<file path="src/rtl/alu_sched_pkg.sv">
// Shared definitions for the ALU command scheduler: operator and data-type
// codes, result error codes, FSM state encoding, the queued command layout and
// a legality check used by the issue decode.
package alu_pkg;

  localparam logic [4:0] OP_ADD = 5'h01;
  localparam logic [4:0] OP_SUB = 5'h02;
  localparam logic [4:0] OP_MUL = 5'h03;
  localparam logic [4:0] OP_DIV = 5'h04;

  localparam logic [3:0] DT_SIGNED   = 4'h1;
  localparam logic [3:0] DT_UNSIGNED = 4'h2;

  localparam logic [1:0] ERR_OK   = 2'd0;
  localparam logic [1:0] ERR_ILL  = 2'd1;
  localparam logic [1:0] ERR_DIV0 = 2'd2;
  localparam logic [1:0] ERR_TMO  = 2'd3;

  typedef enum logic [2:0] {
    IDLE   = 3'd0,
    ISSUE  = 3'd1,
    WAIT   = 3'd2,
    SETTLE = 3'd3,
    OUT    = 3'd4
  } state_t;

  typedef struct packed {
    logic [3:0]  dtype;
    logic [4:0]  op;
    logic [15:0] src1;
    logic [15:0] src2;
  } cmd_t;

  function automatic logic is_legal(input logic [3:0] dtype, input logic [4:0] op);
    return ((dtype == DT_SIGNED) || (dtype == DT_UNSIGNED)) &&
           (op >= OP_ADD) && (op <= OP_DIV);
  endfunction

endpackage

</file>
<file path="src/rtl/alu_sched_cmd_fifo.sv">
// Synchronous FIFO holding parsed commands.
// Ports: clk, n_rst (async active-low); push/wdata write, pop consumes the
// head shown on rdata; full/empty flags. A pop does not free space for a push
// in the same cycle (full is purely the registered count).
module cmd_fifo #(
  parameter int WIDTH = 41,
  parameter int DEPTH = 4
) (
  input  logic             clk,
  input  logic             n_rst,
  input  logic             push,
  input  logic             pop,
  input  logic [WIDTH-1:0] wdata,
  output logic [WIDTH-1:0] rdata,
  output logic             full,
  output logic             empty
);

  localparam int AW = $clog2(DEPTH);

  logic [WIDTH-1:0] mem_q [DEPTH];
  logic [AW-1:0]    wr_ptr_q, wr_ptr_d;
  logic [AW-1:0]    rd_ptr_q, rd_ptr_d;
  logic [AW:0]      count_q,  count_d;
  logic             do_push, do_pop;

  assign full    = (count_q == (AW+1)'(DEPTH));
  assign empty   = (count_q == '0);
  assign do_push = push && !full;
  assign do_pop  = pop && !empty;
  assign rdata   = mem_q[rd_ptr_q];

  always_comb begin
    wr_ptr_d = wr_ptr_q;
    rd_ptr_d = rd_ptr_q;
    count_d  = count_q;
    if (do_push) wr_ptr_d = wr_ptr_q + 1'b1;
    if (do_pop)  rd_ptr_d = rd_ptr_q + 1'b1;
    case ({do_push, do_pop})
      2'b10:   count_d = count_q + 1'b1;
      2'b01:   count_d = count_q - 1'b1;
      default: count_d = count_q;
    endcase
  end

  always_ff @(posedge clk or negedge n_rst) begin
    if (!n_rst) begin
      wr_ptr_q <= '0;
      rd_ptr_q <= '0;
      count_q  <= '0;
    end else begin
      wr_ptr_q <= wr_ptr_d;
      rd_ptr_q <= rd_ptr_d;
      count_q  <= count_d;
    end
  end

  always_ff @(posedge clk) begin
    if (do_push) mem_q[wr_ptr_q] <= wdata;
  end

endmodule

</file>
<file path="src/rtl/alu_sched.sv">
// Command scheduler between the UART command parser and the hex ALU.
// Ports: cmd_* push side (valid/ready, dtype, op, src1, src2); alu_* issue side
// (start pulse, held operands, done, result); res_* result handshake with
// 2-bit error code; busy and sticky cmd_ovf status. clk, n_rst async low.
// Illegal commands and divide-by-zero are answered without touching the ALU;
// mul/div waits are bounded by TIMEOUT.
module alu_sched
  import alu_pkg::*;
#(
  parameter int DEPTH   = 4,
  parameter int TIMEOUT = 64
) (
  input  logic        clk,
  input  logic        n_rst,
  input  logic        cmd_valid,
  output logic        cmd_ready,
  input  logic [3:0]  cmd_dtype,
  input  logic [4:0]  cmd_op,
  input  logic [15:0] cmd_src1,
  input  logic [15:0] cmd_src2,
  output logic        alu_start,
  output logic [3:0]  alu_dtype,
  output logic [4:0]  alu_op,
  output logic [15:0] alu_src1,
  output logic [15:0] alu_src2,
  input  logic        alu_done,
  input  logic [31:0] alu_res,
  output logic        res_valid,
  input  logic        res_ready,
  output logic [31:0] res_data,
  output logic [1:0]  res_err,
  output logic        busy,
  output logic        cmd_ovf
);

  localparam int CW = $clog2(TIMEOUT + 1);

  state_t      state_q, state_d;
  cmd_t        opnd_q, opnd_d;
  cmd_t        head, wr_cmd;
  logic [CW-1:0] cnt_q, cnt_d;
  logic [31:0] res_data_q, res_data_d;
  logic [1:0]  res_err_q, res_err_d;
  logic        cmd_ovf_q, cmd_ovf_d;
  logic        full, empty, pop;

  assign wr_cmd = '{dtype: cmd_dtype, op: cmd_op, src1: cmd_src1, src2: cmd_src2};

  cmd_fifo #(
    .WIDTH ($bits(cmd_t)),
    .DEPTH (DEPTH)
  ) u_fifo (
    .clk   (clk),
    .n_rst (n_rst),
    .push  (cmd_valid),
    .pop   (pop),
    .wdata (wr_cmd),
    .rdata (head),
    .full  (full),
    .empty (empty)
  );

  assign cmd_ready = !full;
  assign alu_start = (state_q == ISSUE);
  assign res_valid = (state_q == OUT);
  assign busy      = (state_q != IDLE) || !empty;
  assign alu_dtype = opnd_q.dtype;
  assign alu_op    = opnd_q.op;
  assign alu_src1  = opnd_q.src1;
  assign alu_src2  = opnd_q.src2;
  assign res_data  = res_data_q;
  assign res_err   = res_err_q;
  assign cmd_ovf   = cmd_ovf_q;

  always_comb begin
    state_d    = state_q;
    opnd_d     = opnd_q;
    cnt_d      = cnt_q;
    res_data_d = res_data_q;
    res_err_d  = res_err_q;
    pop        = 1'b0;
    cmd_ovf_d  = cmd_ovf_q | (cmd_valid & full);

    case (state_q)
      IDLE: begin
        if (!empty) begin
          pop    = 1'b1;
          opnd_d = head;
          // Screening decodes the FIFO head directly so error results skip the ALU.
          if (!is_legal(head.dtype, head.op)) begin
            state_d    = OUT;
            res_err_d  = ERR_ILL;
            res_data_d = '0;
          end else if ((head.op == OP_DIV) && (head.src2 == '0)) begin
            state_d    = OUT;
            res_err_d  = ERR_DIV0;
            res_data_d = '1;
          end else begin
            state_d = ISSUE;
          end
        end
      end
      ISSUE: begin
        cnt_d   = '0;
        state_d = WAIT;
      end
      WAIT: begin
        if ((opnd_q.op == OP_ADD) || (opnd_q.op == OP_SUB)) begin
          state_d = SETTLE;
        end else if (alu_done) begin
          state_d = SETTLE;
        end else if (cnt_q == CW'(TIMEOUT)) begin
          state_d    = OUT;
          res_err_d  = ERR_TMO;
          res_data_d = '0;
        end else begin
          cnt_d = cnt_q + 1'b1;
        end
      end
      SETTLE: begin
        res_data_d = alu_res;
        res_err_d  = ERR_OK;
        state_d    = OUT;
      end
      OUT: begin
        if (res_ready) state_d = IDLE;
      end
      default: state_d = IDLE;
    endcase
  end

  always_ff @(posedge clk or negedge n_rst) begin
    if (!n_rst) begin
      state_q    <= IDLE;
      opnd_q     <= '0;
      cnt_q      <= '0;
      res_data_q <= '0;
      res_err_q  <= '0;
      cmd_ovf_q  <= 1'b0;
    end else begin
      state_q    <= state_d;
      opnd_q     <= opnd_d;
      cnt_q      <= cnt_d;
      res_data_q <= res_data_d;
      res_err_q  <= res_err_d;
      cmd_ovf_q  <= cmd_ovf_d;
    end
  end

endmodule
</file>
<file path="config.mk">
export PLATFORM = sky130hd
export DESIGN_NAME = alu_sched
export DESIGN_NICKNAME = d
export VERILOG_FILES = /design/src/rtl/alu_sched_pkg.sv /design/src/rtl/alu_sched_cmd_fifo.sv /design/src/rtl/alu_sched.sv
export SDC_FILE = /design/constraint.sdc
export NUM_CORES = 1
export LEC_CHECK = 0
export ABC_AREA = 1
export BUFFER_PORTS_ARGS = -buffer_cell sky130_fd_sc_hd__buf_4
export CAP_MARGIN = 20
export CORE_MARGIN = 1
export CORE_UTILIZATION = 50
export CTS_CLUSTER_DIAMETER = 80
export DETAILED_ROUTE_END_ITERATION = 16
export HOLD_SLACK_MARGIN = 0.05
export PLACE_DENSITY_LB_ADDON = 0.08
export SYNTH_ARGS = -nofsm -noshare
export SYNTH_HDL_FRONTEND = slang
export SYNTH_HIERARCHICAL = 1
export SYNTH_SLANG_ARGS = --single-unit
</file>
<file path="constraint.sdc">
create_clock -name clk -period 3.5 [get_ports clk]
set_input_delay 0.7 -clock clk [delete_from_list [all_inputs] [get_ports clk]]
set_output_delay 0.7 -clock clk [all_outputs]
set_load 0.03 [all_outputs]
</file>
==> results, run 1 <==
- The library cell used most frequently in the layout, excluding fill and tap cells, is sky130_fd_sc_hd__nand2_1.
- STA puts the critical path data required time at between 3 and 4 ns.
- The number of setup violations in the final report is 0.
- The final cell count without fillers is 1530.
- The first detailed-routing pass ran for 4 iterations.
- The clock slew seen by the registers of the worst setup and hold paths is roughly 0.06 ns.
- Entering global routing, the biggest net connects roughly 60 pins.
- At the end of routability-driven placement, the weighted congestion stood at 0.7697.
- In this run the worst hold path is classified as input pin to async pin.
- During I/O placement, the number of pins put on the boundary was between 150 and 200.
- In this run the tightest slew margin relative to its limit is 0.4370.
- The most used flip-flop cell after synthesis is sky130_fd_sc_hd__edfxtp_1.
- The worst-case IR drop observed on VDD is 0.5598 mV.
- The height of the die is ~150 µm.
- In this run the register-to-register setup slack is between 0.8 and 0.9 ns.
- The worst setup path is captured at a register.
- The final critical-path required period is approximately 2.7 ns.
- Summed over all layers, the routed wires come to 24.03 mm.
- 0 antenna diodes ended up in the layout.
- The adder and majority gate portion of the synthesized area is 0.009356.
- The via count of the first global-routing pass is between 7000 and 8000.
- In this run the number of H-tree levels came out at 1.
- The share of the clock period used by the worst path after layout is 0.7624.
- The launching point of the worst reg2reg path is u_fifo/rd_ptr_q[0]$_DFFE_PN0P_.
- The compound-cell area share of the yosys netlist is 0.09171.
- The final HPWL from detailed placement is about 15 mm.
- The library cells used most frequently in the layout, excluding fill and tap cells, are 393 x sky130_fd_sc_hd__nand2_1, 170 x sky130_fd_sc_hd__buf_4, 164 x sky130_fd_sc_hd__edfxtp_1.
- The gate count of the mapped netlist is around 1100.
- The category of the worst setup path launch point is a register.
- The clock root buffer is sky130_fd_sc_hd__clkbuf_16.
- Measured against the total synthesized area, the mux share comes to 0.
- The number of cell rows is 55.
- The total number of vias is around 7600.
- For this run, the share of the core covered by cells in the final layout is 0.6116.
- In this run the remaining antenna-violating nets after routing total 0.
- In the final routed layout, each cell accounts on average for approximately 16 µm.
- Between clock sinks in the finished design, the worst skew comes to roughly 0.024 ns.
- The horizontal die dimension is around 150 µm.
- The leakage component of the power is 6.546 nW.
- Of the total synthesized cell area, the portion taken by XOR and XNOR cells is 0.003808.
- The count of yosys warnings during synthesis is 6.
- In the post-route analysis, the smallest setup slack over all paths is ~0.83 ns.
- The count of unique library cells instantiated by Yosys is 32.
- For this configuration, the core starts out at a cell density of 0.5095.
- For this run, design rule violations remaining after detail routing come to 0.
- The post-CTS setup buffer count is 0.
- The flip-flop and latch count after synthesis is ~260.
- The wire length of the first global-routing pass is a little under 40 mm.
- Timing analysis after detailed placement gives a worst setup slack of slightly above 0.8 ns.
- The placed instance count is approximately 1500.
- The area of the core region is approximately 23000 µm².
- The reg-to-reg endpoint is res_data[26]$_DFFE_PN0P_.
- The number of pins with negative max-slew slack in the final report came to 0.
- The number of flops mapped to enable cells by yosys is ~160.
- Of the total synthesized cell area, the portion taken by AND, OR, NAND and NOR gates is 0.1913.
- The mean post-synth cell area is ~11 µm².
- Across the whole layout, storage elements account for roughly 7300 µm².
- The number of hold buffers added after CTS is 0.
- Measured in cells, the most critical reg-to-reg path has a length of 16.
- The design draws 12.49 mW.
- The maximum count of clock buffers along a single path is 3.
- Synthesis produced a netlist with a net count of between 1000 and 1500.
- For this run the aggregate overflow at the end of global routing stands at 0.
- Setup repair after global routing left no endpoint under its margin.
- The layout has about 1900 filler cells.
- Of the cells placed in the final design, the portion with a size suffix greater than 1 is 0.2827.
- The beginning of the critical path is u_fifo/rd_ptr_q[0]$_DFFE_PN0P_.
- In this run, the number of DRC markers left after iteration 0 of detailed routing was 472.
- The share of flip-flops with an asynchronous set or reset after synthesis is 0.3619.
- Across the run, the number of max-cap violations was 0.
- The flow ran to the end, and the final reports show no timing, DRC or antenna violations.
- The sequential cell area fraction in the yosys report is 0.6305.
- In the global route stage, overall resource usage came out at 0.2108.
- After synthesis, the largest family of logic cells by area is simple AND/OR/NAND/NOR gates.
- Relative to the synthesized area, the layout overhead comes to 20.04%.
- The number of nets in the layout is between 1000 and 1500.
- The number of antenna violations at the first check in global routing is 0.
- At the pin with the least slew margin, the transition time is roughly 0.84 ns.
- The maximum operating frequency is roughly 0.37 GHz.
- The final hold violation count is 0.
- The top fanout value on the critical path is between 50 and 60.
- The synthesized netlist occupies a cell area of roughly 12000 µm².
- In the routed layout, each cell is associated on average with a via count of slightly below 5.
- Clock tree synthesis inserted a total of 28 buffers.
- The TritonCTS clock tree is done.
- STA puts the critical path data arrival time at ~3.1 ns.
- The clock network latency to the later pin of the worst-skew pair is approximately 0.55 ns.
- The total area of multi-input combinational cells is around 3400 µm².
- The setup path with the least slack is of type register to register.
- The die covers ~24000 µm².
- After clock tree synthesis, the repair step resized 0 gates.
- The TritonCTS sink count is 257.
- The count of buffers inserted at the top-level ports is between 150 and 200.
- In this run the power density over the cells is around 900 nW/µm².
- For the final routed database, the setup TNS stands at 0 ns.
## registers in the layout, summed over array words and instances, names as in the netlist
name	cells
u_fifo/mem_q	164
res_data	32
alu_src1	16
alu_src2	16
cnt_q	7
alu_op	5
alu_dtype	4
state_q	3
u_fifo/count_q	3
res_err	2
u_fifo/rd_ptr_q	2
u_fifo/wr_ptr_q	2
cmd_ovf	1
## cell type report
class | instances | area share
Sequential cell | 257 | 0.5254
Multi-Input combinational cell | 635 | 0.2490
Timing Repair Buffer | 175 | 0.09969
Clock buffer | 39 | 0.05592
Inverter | 126 | 0.03462
Tap cell | 285 | 0.02583
Clock inverter | 13 | 0.009516
## kinds of logic after synthesis
kind of cell,after synthesis
XOR/XNOR,5
flip-flops,257
buffers and inverters,176
adder cells (fa/ha/maj),8
AND/OR/NAND/NOR,527
AO/OA/AOI/OAI,95
## routing by layer
layer | up-vias | track usage | wire length, µm
met1 | 3578 | 0.2899 | 11020
met4 | 0 | 0.04429 | 363
met2 | 195 | 0.3563 | 11580
met5 | - | 0 | 0
li1 | 3789 | - | -
met3 | 27 | 0.03213 | 1064
## synth_stat cells, types with 2 or more instances
cell                       number  share of area
sky130_fd_sc_hd__nand2_2       41          0.022
sky130_fd_sc_hd__buf_6         20          0.020
sky130_fd_sc_hd__o21ai_2        3         0.0023
sky130_fd_sc_hd__inv_1        119          0.039
sky130_fd_sc_hd__nor2_1        29         0.0095
sky130_fd_sc_hd__inv_2          6         0.0020
sky130_fd_sc_hd__o21ai_0        7         0.0030
sky130_fd_sc_hd__nand4_1        3         0.0016
sky130_fd_sc_hd__ha_1           7         0.0076
sky130_fd_sc_hd__clkbuf_1      13         0.0042
sky130_fd_sc_hd__nor3_1         4         0.0017
sky130_fd_sc_hd__xor2_1         2         0.0015
sky130_fd_sc_hd__dfrtp_1       93           0.20
sky130_fd_sc_hd__xnor2_1        3         0.0023
sky130_fd_sc_hd__nor2_2         2         0.0011
sky130_fd_sc_hd__o211ai_2      72          0.078
sky130_fd_sc_hd__edfxtp_1     164           0.43
sky130_fd_sc_hd__buf_4          5         0.0033
sky130_fd_sc_hd__buf_2         11         0.0048
sky130_fd_sc_hd__o211ai_1      10         0.0065
sky130_fd_sc_hd__nand2_1      393           0.13
sky130_fd_sc_hd__nand3_1       51          0.022
## worst max path at each step
stage | end | slack (ns)
after floorplan | u_fifo/mem_q[0][0]$_DFFE_PP_ | 0.48
after global placement | res_data[10]$_DFFE_PN0P_ | 0.90
after detailed placement | res_data[26]$_DFFE_PN0P_ | 0.82
after CTS | res_data[26]$_DFFE_PN0P_ | 0.81
after global routing | res_data[26]$_DFFE_PN0P_ | 0.52
final | res_data[26]$_DFFE_PN0P_ | 0.83
## power by group
part           total (mW)  internal [mW]  switching (mW)
sequential           4.45           4.09           0.360
clock                2.85           1.69            1.16
combinational        5.18           1.64            3.54
## per-stage QoR
stage | hold WS [ns] | cell area, µm²
after floorplan | 0.4044 | 11500
after global placement | 0.4419 | 12900
after detailed placement | 0.4537 | 12900
after CTS | 0.2861 | 13810
after global routing | 0.3363 | 13810
final | 0.2559 | 13810
## critical path: stages, from the launching register on
cell                       delay (ns)
sky130_fd_sc_hd__dfrtp_1         0.43
sky130_fd_sc_hd__inv_6           0.38
sky130_fd_sc_hd__buf_12          0.31
sky130_fd_sc_hd__buf_4           0.24
sky130_fd_sc_hd__o211ai_2        0.09
sky130_fd_sc_hd__nand2_1         0.09
sky130_fd_sc_hd__inv_1           0.05
sky130_fd_sc_hd__nand2_1         0.06
sky130_fd_sc_hd__nor2_1          0.03
sky130_fd_sc_hd__nand2_1         0.05
sky130_fd_sc_hd__inv_1           0.05
sky130_fd_sc_hd__nand2_1         0.08
sky130_fd_sc_hd__inv_1           0.05
sky130_fd_sc_hd__nand3_2         0.08
sky130_fd_sc_hd__buf_4           0.35
sky130_fd_sc_hd__nand3_1         0.13
sky130_fd_sc_hd__nand2_1         0.10
No activity file was read; power rests on OpenSTA's default activity.
==> inputs of run 2 (changes only) <==
==> constraint.sdc (replaced) <==
create_clock -name clk -period 2.7 [get_ports clk]
set_input_delay 0.54 -clock clk [delete_from_list [all_inputs] [get_ports clk]]
set_output_delay 0.54 -clock clk [all_outputs]
set_load 0.03 [all_outputs]
==> results, run 2 (synthesized netlist as in run 1, its figures left out) <==
- The first-pass iteration count of the detailed router is 5 (+1).
- The switching share of power is 0.3970 (-0.008273).
- In the layout the commonest cells are 393 x sky130_fd_sc_hd__nand2_1, 168 x sky130_fd_sc_hd__buf_4, 164 x sky130_fd_sc_hd__edfxtp_1.
- The total length of routed wires is 24.15 mm (+0.50%).
- The final hold slack came to 0.2075 ns (-0.04847 ns).
- The largest net degree at the start of global routing came to 45 (-24%).
- Leaving out fill and tap cells, the most frequent cell in the layout is sky130_fd_sc_hd__nand2_1.
- The number of primary I/O pins was 158 (unchanged).
- The clock slew seen by the registers of the worst setup and hold paths is 0.06 ns (about the same).
- The share of the clock period used by the worst path after layout is 0.9072 (+0.1448).
- The total area of multi-input combinational cells is 3447 µm² (+0.25%).
- The top fanout value on the critical path is 27 (-47%).
- The number of setup violations in the final report is 0 (unchanged).
- The count of fill cells added during filler insertion came to 1904 (+2.4%).
- The final HPWL from detailed placement came to 15.04 mm (+1.8%).
- The cell area reported after detailed placement was 13010 µm² (+0.81%).
- The TritonCTS sink count came to 257 (unchanged).
- The worst-margin pin slew is 0.8304 ns (-0.01408 ns).
- The final hold violation count was 0 (unchanged).
- Clock tree synthesis selected as its root buffer the cell sky130_fd_sc_hd__clkbuf_16.
- The number of cell rows is 55 (unchanged).
- The longest individual stage delay on the worst path came to 0.43 ns (about the same).
- The worst setup path is launched from a register.
- The part of the total power dissipated in combinational logic is 0.414 (about the same).
- The endpoint identified for the worst register-to-register timing path is res_data[0]$_DFFE_PN0P_.
- The effective utilization at floorplan is 0.5095 (unchanged).
- The cell at the slowest stage of the critical path is sky130_fd_sc_hd__dfrtp_1.
- The post-CTS setup buffer count is 0 (unchanged).
- The height of the die came to 153.7 µm (unchanged).
- The critical path in this run is classified as register to register.
- The wire length of the first global-routing pass is 38.99 mm (-0.88%).
- The number of DRC markers in iteration 0 came to 375 (-21%).
- The via count of the first global-routing pass came to 7306 (-1.4%).
- The number of H-tree levels came to 1 (unchanged).
- The clock network latency to the later pin of the worst-skew pair is 0.53 ns (-0.02 ns).
- The sequential cell fraction of total power was 0.348 (-0.009).
- The worst supply voltage drop on vdd came to 1.019 mV (+82%).
- The count of buffers inserted at the top-level ports is 157 (unchanged).
- The detail-routed net length per standard cell is 15.74 µm (+0.24%).
- The horizontal die dimension came to 153.7 µm (unchanged).
- The endpoint class of the critical path is a register.
- The number of diodes added for antenna fixing was 0 (unchanged).
- The number of nets in the layout is 1314 (+0.38%).
- The cell internal power dissipation is 10.02 mW (+35%).
- The cell seen most often among critical-path stages is sky130_fd_sc_hd__nand2_1.
- The number of pins with negative max-slew slack in the final report is 0 (unchanged).
- The portion of total power attributed to the clock network is 0.238 (+0.010).
- The maximum operating frequency was 0.4083 GHz (+8.9%).
- The via-per-instance ratio was 5.005 (+0.90%).
- The area of the core region is 22570 µm² (unchanged).
- The signal arrival time at the worst endpoint is 2.92 ns (-0.22 ns).
- The weighted congestion reported at the end of routability-driven placement is 0.7808 (+1.4%).
- The startpoint of the most critical hold path is cmd_src2[1].
- The total die area came to 23610 µm² (unchanged).
- The sequential standard cell area came to 7253 µm² (unchanged).
- The global-route usage over all layers is 0.2082 (-0.002664).
- The max-cap check violation count is 0 (unchanged).
- The flow ran to the end, and the final reports show no timing, DRC or antenna violations.
- The clock buffer count from CTS came to 28 (unchanged).
- The total number of vias is 7677 (+1.2%).
- Traced cell by cell, the critical path runs through inv_6 > buf_12 > nand2_1 > o211ai_2 > nand2_1 > nor2_1 > nand2_1 > nor2_1 > nand3_1 > nand3_2 > buf_4 > nand3_1 > nand2_1.
- The path with the worst hold slack has its endpoint at u_fifo/mem_q[1][1]$_DFFE_PP_.
- The headroom to the max-slew limit came to 0.4456 (+0.008579).
- The register with the most flip-flops is u_fifo/mem_q.
- The layout cell share with drive strength beyond 1 came to 0.2842 (+0.001496).
- The remaining antenna violation count is 0 (unchanged).
- The endpoint required time on the critical path is 3.17 ns (-0.80 ns).
- The switching power is 6.593 mW (+30%).
- The post-synthesis to final-layout area growth is 21.67%.
- The final design area excluding fillers was 13990 µm² (+1.4%).
- The total congestion overflow came to 0 (unchanged).
- The DRC violation count after routing came to 0 (unchanged).
- The setup slack of the most critical reg-to-reg path is 0.25 ns (-0.58 ns).
- The power density over cell area came to 1187 nW/µm² (+31%).
- The number of flip-flops in the largest register was 164 (unchanged).
- The launching point of the worst reg2reg path is u_fifo/rd_ptr_q[0]$_DFFE_PN0P_.
- Counting instances, the worst hold path has a depth of 1.
- The number of antenna violations at the first check in global routing is 0 (unchanged).
- The leakage component of the power came to 6.629 nW (+1.3%).
- The pre-CTS worst setup slack is 0.2588 ns (-0.5612 ns).
- The final worst clock skew was 0.01062 ns (-0.01330 ns).
- The worst setup slack after layout came to 0.2506 ns (-0.5809 ns).
- Setup repair after global routing left no endpoint under its margin.
- The kind of path behind the tightest hold check is input pin to register.
- The path depth of the worst reg2reg path came to 13 (-3).
- The maximum count of clock buffers along a single path came to 3 (unchanged).
- TritonCTS built the clock tree.
- The final critical-path required period is 2.449 ns (-0.2191 ns).
## run 2: cell types whose count changed in the layout (fill, tap and decap cells not counted), sizes merged
| cell | change |
|---|---|
| dlygate4sd3 | +1 |
| clkinvlp | -1 |
| clkinv | -3 |
| buf | +4 |
| clkbuf | +1 |
| bufinv | +2 |
## run 2: critical path, delay by kind of cell (launching register included)
family                 cells  cell delay, ns
buffers and inverters      3            0.77
and+or+nand+nor            9            1.12
DFF                        1            0.43
AOI/OAI and AO/OA          1            0.05
## run 2: cell type report
class / count / area share
sequential: 257 / 0.5183
multi-input combinational: 635 / 0.2463
timing repair buffer: 180 / 0.1066
clock buffer: 40 / 0.05767
inverter: 126 / 0.03416
tap: 285 / 0.02548
clock inverter: 11 / 0.01144
## run 2: metal layers
metal / track usage / routed length (µm)
met3: 0.03974 / 1496
met1: 0.2883 / 10970
met5: 0 / 0
met2: 0.3418 / 11340
met4: 0.04619 / 345
## run 2: what timing repair did
item	CTS	global route
hold buffers	1	0
endpoints found under the setup margin	0	22
resized for setup	0	1
hold endpoints to repair	14	0
## run 2: power by group through the flow
| stage | combinational [mW] | clock (mW) | sequential, mW |
|---|---|---|---|
| after floorplan | 4.08 | 0 | 6.69 |
| after global placement | 6.87 | 0 | 5.83 |
| after detailed placement | 6.95 | 0 | 5.85 |
| after CTS | 6.97 | 4.04 | 5.78 |
| after global routing | 7.59 | 4.21 | 5.88 |
| final | 6.87 | 3.96 | 5.78 |
## run 2: worst max-delay path by stage
stage / startpoint / to
final: u_fifo/rd_ptr_q[0]$_DFFE_PN0P_ / res_data[0]$_DFFE_PN0P_
after global routing: u_fifo/rd_ptr_q[0]$_DFFE_PN0P_ / res_data[17]$_DFFE_PN0P_
after CTS: u_fifo/rd_ptr_q[0]$_DFFE_PN0P_ / res_data[28]$_DFFE_PN0P_
after detailed placement: u_fifo/rd_ptr_q[0]$_DFFE_PN0P_ / res_data[28]$_DFFE_PN0P_
after global placement: u_fifo/rd_ptr_q[0]$_DFFE_PN0P_ / res_data[10]$_DFFE_PN0P_
after floorplan: u_fifo/count_q[0]$_DFFE_PN0P_ / u_fifo/mem_q[0][0]$_DFFE_PP_
## run 2: metrics by stage
stage                     setup TNS [ns]    util  power, mW  cells
final                                  0  0.6200      16.61   1534
after global routing                   0  0.6200      17.67   1534
after CTS                              0  0.6196      16.79   1534
after detailed placement               0  0.5763      12.80   1482
after global placement                 0  0.5763      12.70   1482
after floorplan                   -26.19       -      10.78   1068
